$ cat src/rtl/edge_monitor.sv
// Multi-channel edge monitor: per-channel synchroniser, optional debounce filter,
// qualified edge pulse, sticky flag and saturating event counter. Debounce is built only when EDGE_MONITOR_DEBOUNCE_EN is defined.
module edge_monitor #(
    parameter int CHANNELS    = 4,
    parameter int SYNC_STAGES = 3,
    parameter int DEBOUNCE_W  = 8,
    parameter int CNT_W       = 16
) (
    input  logic                      clk,
    input  logic                      reset,
    input  logic [CHANNELS-1:0]       signalIn,
    input  logic [2*CHANNELS-1:0]     edgeMode,
    input  logic [DEBOUNCE_W-1:0]     debounceLen,
    input  logic [CHANNELS-1:0]       clearSticky,
    input  logic                      countClear,
    output logic [CHANNELS-1:0]       levelOut,
    output logic [CHANNELS-1:0]       edgeFlag,
    output logic [CHANNELS-1:0]       edgeSticky,
    output logic [CHANNELS*CNT_W-1:0] eventCount
);

`ifndef EDGE_MONITOR_DEBOUNCE_EN
    // Without the filter the stability length has no consumer.
    logic w_unused_len;
    assign w_unused_len = ^debounceLen;
`endif

    for (genvar i = 0; i < CHANNELS; i++) begin : g_ch
        logic [SYNC_STAGES-1:0] r_sync;
        logic                   r_level;
        logic                   r_level_prev;
        logic                   r_flag;
        logic                   r_sticky;
        logic [CNT_W-1:0]       r_count;
        logic                   w_sync_out;
        logic [1:0]             w_mode;
        logic                   w_rise;
        logic                   w_fall;
        logic                   w_hit;

        assign w_sync_out = r_sync[SYNC_STAGES-1];
        assign w_mode     = edgeMode[2*i +: 2];

        // NOTE: non-blocking assignments keep every stage sampling the pre-edge value of its neighbour.
        always_ff @(posedge clk or negedge reset) begin
            if (!reset) begin
                r_sync <= '0;
            end else begin
                r_sync <= {r_sync[SYNC_STAGES-2:0], signalIn[i]};
            end
        end

`ifdef EDGE_MONITOR_DEBOUNCE_EN
        logic [DEBOUNCE_W-1:0] r_db_cnt;

        // The level moves only after debounceLen+1 consecutive mismatched cycles.
        always_ff @(posedge clk or negedge reset) begin
            if (!reset) begin
                r_db_cnt <= '0;
                r_level  <= 1'b0;
            end else if (w_sync_out != r_level) begin
                if (r_db_cnt == debounceLen) begin
                    r_level  <= w_sync_out;
                    r_db_cnt <= '0;
                end else begin
                    r_db_cnt <= r_db_cnt + 1'b1;
                end
            end else begin
                r_db_cnt <= '0;
            end
        end
`else
        always_ff @(posedge clk or negedge reset) begin
            if (!reset) begin
                r_level <= 1'b0;
            end else begin
                r_level <= w_sync_out;
            end
        end
`endif

        assign w_rise = r_level & ~r_level_prev;
        assign w_fall = ~r_level & r_level_prev;
        assign w_hit  = (w_rise & w_mode[0]) | (w_fall & w_mode[1]);

        always_ff @(posedge clk or negedge reset) begin
            if (!reset) begin
                r_level_prev <= 1'b0;
                r_flag       <= 1'b0;
                r_sticky     <= 1'b0;
                r_count      <= '0;
            end else begin
                r_level_prev <= r_level;
                r_flag       <= w_hit;
                r_sticky     <= w_hit | (r_sticky & ~clearSticky[i]);
                // A clear coinciding with an edge leaves that edge counted.
                if (countClear) begin
                    r_count <= {{(CNT_W-1){1'b0}}, w_hit};
                end else if (w_hit && (r_count != '1)) begin
                    r_count <= r_count + 1'b1;
                end
            end
        end

        assign levelOut[i]                 = r_level;
        assign edgeFlag[i]                 = r_flag;
        assign edgeSticky[i]               = r_sticky;
        assign eventCount[CNT_W*i +: CNT_W] = r_count;
    end

endmodule

$ cat config.mk
export PLATFORM = sky130hd
export DESIGN_NAME = edge_monitor
export DESIGN_NICKNAME = d
export VERILOG_FILES = /design/src/rtl/edge_monitor.sv
export SDC_FILE = /design/constraint.sdc
export NUM_CORES = 1
export LEC_CHECK = 0
export ABC_AREA = 1
export CAP_MARGIN = 20
export CORE_ASPECT_RATIO = 1.4
export CORE_MARGIN = 2
export CORE_UTILIZATION = 47
export CTS_CLUSTER_DIAMETER = 80
export CTS_CLUSTER_SIZE = 16
export DETAILED_ROUTE_END_ITERATION = 10
export PLACE_DENSITY = 0.77
export SLEW_MARGIN = 25
export SYNTH_ARGS = -nofsm -noshare
export SYNTH_HDL_FRONTEND = slang
export SYNTH_SLANG_ARGS = --single-unit
$ cat constraint.sdc
create_clock -name clk -period 1.45 [get_ports clk]
set_input_delay 0.3625 -clock clk [delete_from_list [all_inputs] [get_ports clk]]
set_output_delay 0.3625 -clock clk [all_outputs]
set_load 0.005 [all_outputs]
### After elaboration in Yosys (flattened, before gate mapping)

Index checks and enable logic that the tools add are counted.

| storage, ports and cells | value |
|---|---|
| word-level logic and storage cells | 88 |
| bits of input ports | 27 |
| output and inout bits | 76 |
| register bits | 92 |

| operators by class | value |
|---|---|
| bitwise operators | 40 |
| equal/unequal tests | 4 |
| reduce and logical (&&, ||, !) cells | 8 |
| add/sub/neg operators | 4 |
| mux-type cells | 8 |

Operators by type and width:

| kind | number |
|---|---|
| $mux W16 | 8 |
| $add A16 B1 Y16 const B | 4 |
| $ne A16 B16 Y1 const B | 4 |
| $and A1 B1 Y1 | 20 |
| $not A1 Y1 | 12 |
| $or A1 B1 Y1 | 8 |
| $reduce_bool A2 Y1 | 4 |
| $logic_and A1 B1 Y1 | 4 |

### Logic depth before layout (Yosys ltp)

| depth | value |
|---|---|
| word-level depth | 7 |
| depth in mapped cells | 10 |
| depth with buffers taken out | 10 |

### Worst setup path before layout

OpenSTA, ideal clock, no wires.

| path | value |
|---|---|
| path kind | register to register |
| from | register g_ch[1].r_count[0] |
| to | register g_ch[1].r_count[13] |
| data required time | 1.331 ns |
| setup slack | -0.167 ns |
| library setup time | 0.119 ns |
| period minus slack after synthesis | 1.617 ns |
| path buffers | 1 |
| cell stages (with the launch flop) | 11 |
| arrival | 1.498 ns |
| cell sequence | dfrtp_1 > ha_1 > nand2_1 > nor2_1 > nand2_1 > nor2_1 > nor2_2 > nor2_4 > buf_4 > nand2_1 > nand2_1 |

| between the ends | value |
|---|---|
| longest elaborated chain between the ends | 3 |
| elaborated cells between the ends (all ways) | 6 |
| those cells by class | add/sub: 1; eq/ne: 1; mux: 2; reduce/logical: 2 |

Ends and longest elaborated chain:

| what | RTL line | text |
|---|---|---|
| start, declared | 34 | `logic [CNT_W-1:0] r_count;` |
| start signal, assigned | 98 | `r_count <= {{(CNT_W-1){1'b0}}, w_hit};` |
| start signal, assigned | 100 | `r_count <= r_count + 1'b1;` |
| $add A16 B1 Y16 / $ne A16 B16 Y1 (equally long branches) | 100, 99 |  |
| $mux W16 / $logic_and A1 B1 Y1 (equally long branches) | 99 | `end else if (w_hit && (r_count != '1)) begin` |
| $mux W16 / $reduce_bool A2 Y1 (equally long branches) | - |  |

Several ways; a longest one is shown, not always the timed one. The select of a mux whose other input is x is not followed.
A chain may end at the register's enable or synchronous reset.

### Worst setup path after layout

| path | value |
|---|---|
| from | register g_ch[0].r_count[1] |
| to | register g_ch[0].r_count[3] |

| between the ends | value |
|---|---|
| longest elaborated chain between the ends | 3 |
| elaborated cells between the ends (all ways) | 6 |
| those cells by class | add/sub: 1; eq/ne: 1; mux: 2; reduce/logical: 2 |

Ends and longest elaborated chain:

| what | RTL line |
|---|---|
| start, declared | 34 |
| start signal, assigned | 98 |
| start signal, assigned | 100 |
| $add A16 B1 Y16 / $ne A16 B16 Y1 (equally long branches) | 100, 99 |
| $mux W16 / $logic_and A1 B1 Y1 (equally long branches) | 99 |
| $mux W16 / $reduce_bool A2 Y1 (equally long branches) | - |

Several ways; a longest one is shown, not always the timed one. The select of a mux whose other input is x is not followed.

==> metrics.yaml <==
status:
  outcome: "complete, but fails checks"
  violations: "negative setup slack"
synthesis:
  yosys.area.top_type_share_pct: 45.1
  synthTopCellsByCount: "271 x nand2_1, 92 x dfrtp_1, 77 x inv_1"
  async_flop_share_pct: 100
  yosysUniqueCellTypes: 23
  synth_cells: 703
  yosysMostFrequentCell: "nand2_1"
  ys.flop_type: "dfrtp_1"
  ys_warn_count: 0
  yosysSeqAreaShare_pct: 45.1
  ys_seq_elements: 92
  syn_nets: 734
  synth_edf_count: 0
  synth_top_cell_by_area: "dfrtp_1"
  netlist_top_cells_area: "dfrtp_1 45%, nand2_1 20%, inv_1 5.7%"
  syn_area_sq_um: 5110
  syn_avg_cell_area_sq_um: 7.27
power:
  p_comb_share_pct: 17.6
  pwr-share-clk_pct: 37.2
  switching_share_pct: 26.4
  cellLeakagePower_nw: 4.74
  powerDensity_nw_per_um2: 682
  pwr-share-seq_pct: 45.2
  ir_drop_mv: 0.736
  intPower_mw: 4.41
  switchingPower_mw: 1.58
critical_path:
  path_buf_inv: 2
  cp_common_cell: "nor2_4"
  worstPathArrival_ns: 1.96
  crit_required_ns: 1.72
  critPathTopFamily: "simple AND/OR/NAND/NOR gates"
  reg2reg_from: "g_ch[0].r_count[1]"
  critical_path_class: "reg -> reg"
  slowest_stage: "dfrtp_1"
  crit_start: "g_ch[0].r_count[1]"
  r2r_cells: 11
  cp.depth: 11
  crit_fanout: 7
  max_stage_delay_ns: 0.38
  start_kind: "flip-flop"
  crit_path_end_kind: "flip-flop"
  crit_chain: "ha_2 > nand2_2 > nor2_4 > nand2_2 > nor2_4 > nor2_4 > buf_6 > nor2_4 > buf_8 > nand2_2 > nand2_1"
placed_design:
  place_ws_ns: -0.424
  dpl.cell_count: 1023
  port_buffers: 94
  place_area_sq_um: 6960
  hpwlAfterDp_um: 10300
  place_congestion: 0.925
cts:
  clock_latency_ns: 0.34
  cts.path.max_buffers: 2
  cts.sinks: 92
  clk_pin_slew_worst_paths_ns: 0.07
  cts_max_level: 3
  cts_tree: "yes"
  cts_buffers: 9
  root_buffer: "clkbuf_16"
cells_and_area:
  diodes: 0
  drive_gt1_share_pct: 42.1
  fin_area_sq_um: 8780
  final_cells: 1144
  syn_to_final_growth_pct: 71.8
  nNetsFinal: 1032
floorplanning:
  die_area_sq_um: 11700
  dieHeight_um: 127
  core_area_sq_um: 10700
  start_util_pct: 47.8
  die_x_um: 92.1
  num_rows: 45
  io_pins: 103
sta:
  setup_slack_ns: -0.239
  min_period_ns: 1.69
  setup_violations: 65
  fin_crit_sh_pct: 117
  rsz0062_at_grt: "true"
  clock.fmax_mhz: 592
  slew_headroom_pct: 78.1
  drv_slew: 0
  worst_slew_pin_slew_ns: 0.328
  fin_worst_skew_ns: 0.00710
  finalHoldViolCount: 0
  setup_tns_ns: -7.61
global_route:
  grt_first_pass_wirelength_um: 28200
  grt_usage_pct: 30.0
  antenna_found_initial: 0
  grt_max_degree: 34
  overflow: 0
  grt_pass1_vias: 6249
hold_path:
  hold_path_class: "reg -> reg"
  holdPathStages: 0
  hold_path.startpoint: "g_ch[3].r_sync[0]"
detailed_routing:
  vias: 6314
  dr.pass1.iters: 4
  finalWirelength_um: 19700
  wl_per_cell_um: 17.3
  ant_nets: 0
  drc_errors: 0
  avgViaCountPerCell: 5.52
  drtIter0Drc: 444
run:
  cap_violations: 0
==> power groups by stage <==
stage | Clock, mW | Sequential [mW] | Combinational [mW]
global placement | 0 | 2.74 | 0.675
detailed placement | 0 | 2.74 | 0.697
CTS | 2.23 | 2.70 | 0.899
floorplan | 0 | 2.76 | 0.272
finish | 2.23 | 2.71 | 1.05
global route | 2.35 | 2.71 | 1.13
==> placed cells by master (no fill, tap or decap), types with 30 or more instances in the layout <==
cell type	synthesis	layout
buf_6	3	40
buf_4	13	177
nand2_1	271	189
nand3_1	49	36
inv_1	77	71
dlygate4sd2_1	0	48
nand4_1	36	36
nand2_2	2	68
nor2_1	72	46
nor2_4	6	30
dfrtp_1	92	87
==> worst register-to-register path, cell delays in order, from the launching register on <==
cell	delay, ns
dfrtp_1	0.38
ha_2	0.20
nand2_2	0.07
nor2_4	0.11
nand2_2	0.09
nor2_4	0.15
nor2_4	0.05
buf_6	0.12
nor2_4	0.13
buf_8	0.17
nand2_2	0.06
nand2_1	0.09
==> through the flow <==
stage               utilization [%]  total power, mW  hold slack [ns]
detailed placement             65.1             3.44            0.266
finish                         82.1             5.99            0.349
global route                   82.1             6.20            0.355
CTS                            76.9             5.83            0.349
global placement               65.1             3.41            0.265
floorplan                         -             3.03           0.0669
==> kinds of logic (layout without fill, tap and decap cells) <==
family / count (synthesis) / count (layout) / share of synthesized area [%]
simple gates: 455 / 455 / 38.5
compound gates: 33 / 33 / 3.53
flops: 92 / 92 / 45.1
fa+ha+maj: 4 / 4 / 0.979
xor+xnor: 18 / 18 / 3.09
buf+inv: 101 / 401 / 8.89
==> timing repair <==
action / 4_1_cts / 5_1_grt
hold buffers: 1 / 0
setup endpoints to repair: 136 / 82
buffers inserted: 96 / 22
cloned: 3 / 1
pin swaps: 26 / 69
endpoints found under the hold margin: 16 / 0
gates resized for setup: 194 / 187
==> per-layer routing <==
metal	vias up	share of wire [%]	GRT usage, %	wire length, um
met5	-	0	0	0
met4	0	5.6	17.3	1100
met3	118	6.5	5.13	1290
met2	394	53	55.1	10500
met1	2992	35	32.3	6820
li1	2810	-	-	-
==> cell type report <==
cell class              instances  area [sq um]
clock buffers                  11           253
clock inverters                 2          12.5
repair buffers                311          2720
well taps                     141           176
flip-flops and latches         92          2310
multi-input cells             510          3010
inverters                      77           299
fillers                       622          1920
==> flip-flops by register name, summed over array words and instances (netlist names) <==
name	count
g_ch.r_level_prev	4
g_ch.r_sticky	4
g_ch.r_count	64
g_ch.r_sync	12
g_ch.r_flag	4
g_ch.r_level	4
==> worst paths after layout <==
check                                     end  slack [ns]
max                        g_ch[0].r_count[3]       -0.24
min                         g_ch[3].r_sync[1]        0.35
max reg2reg                g_ch[0].r_count[3]       -0.24
min reg2reg                 g_ch[3].r_sync[1]        0.35
max in group asynchronous  g_ch[3].r_count[9]        0.52
min in group asynchronous  g_ch[0].r_count[5]        0.44
(Power assumes the default switching activity.)
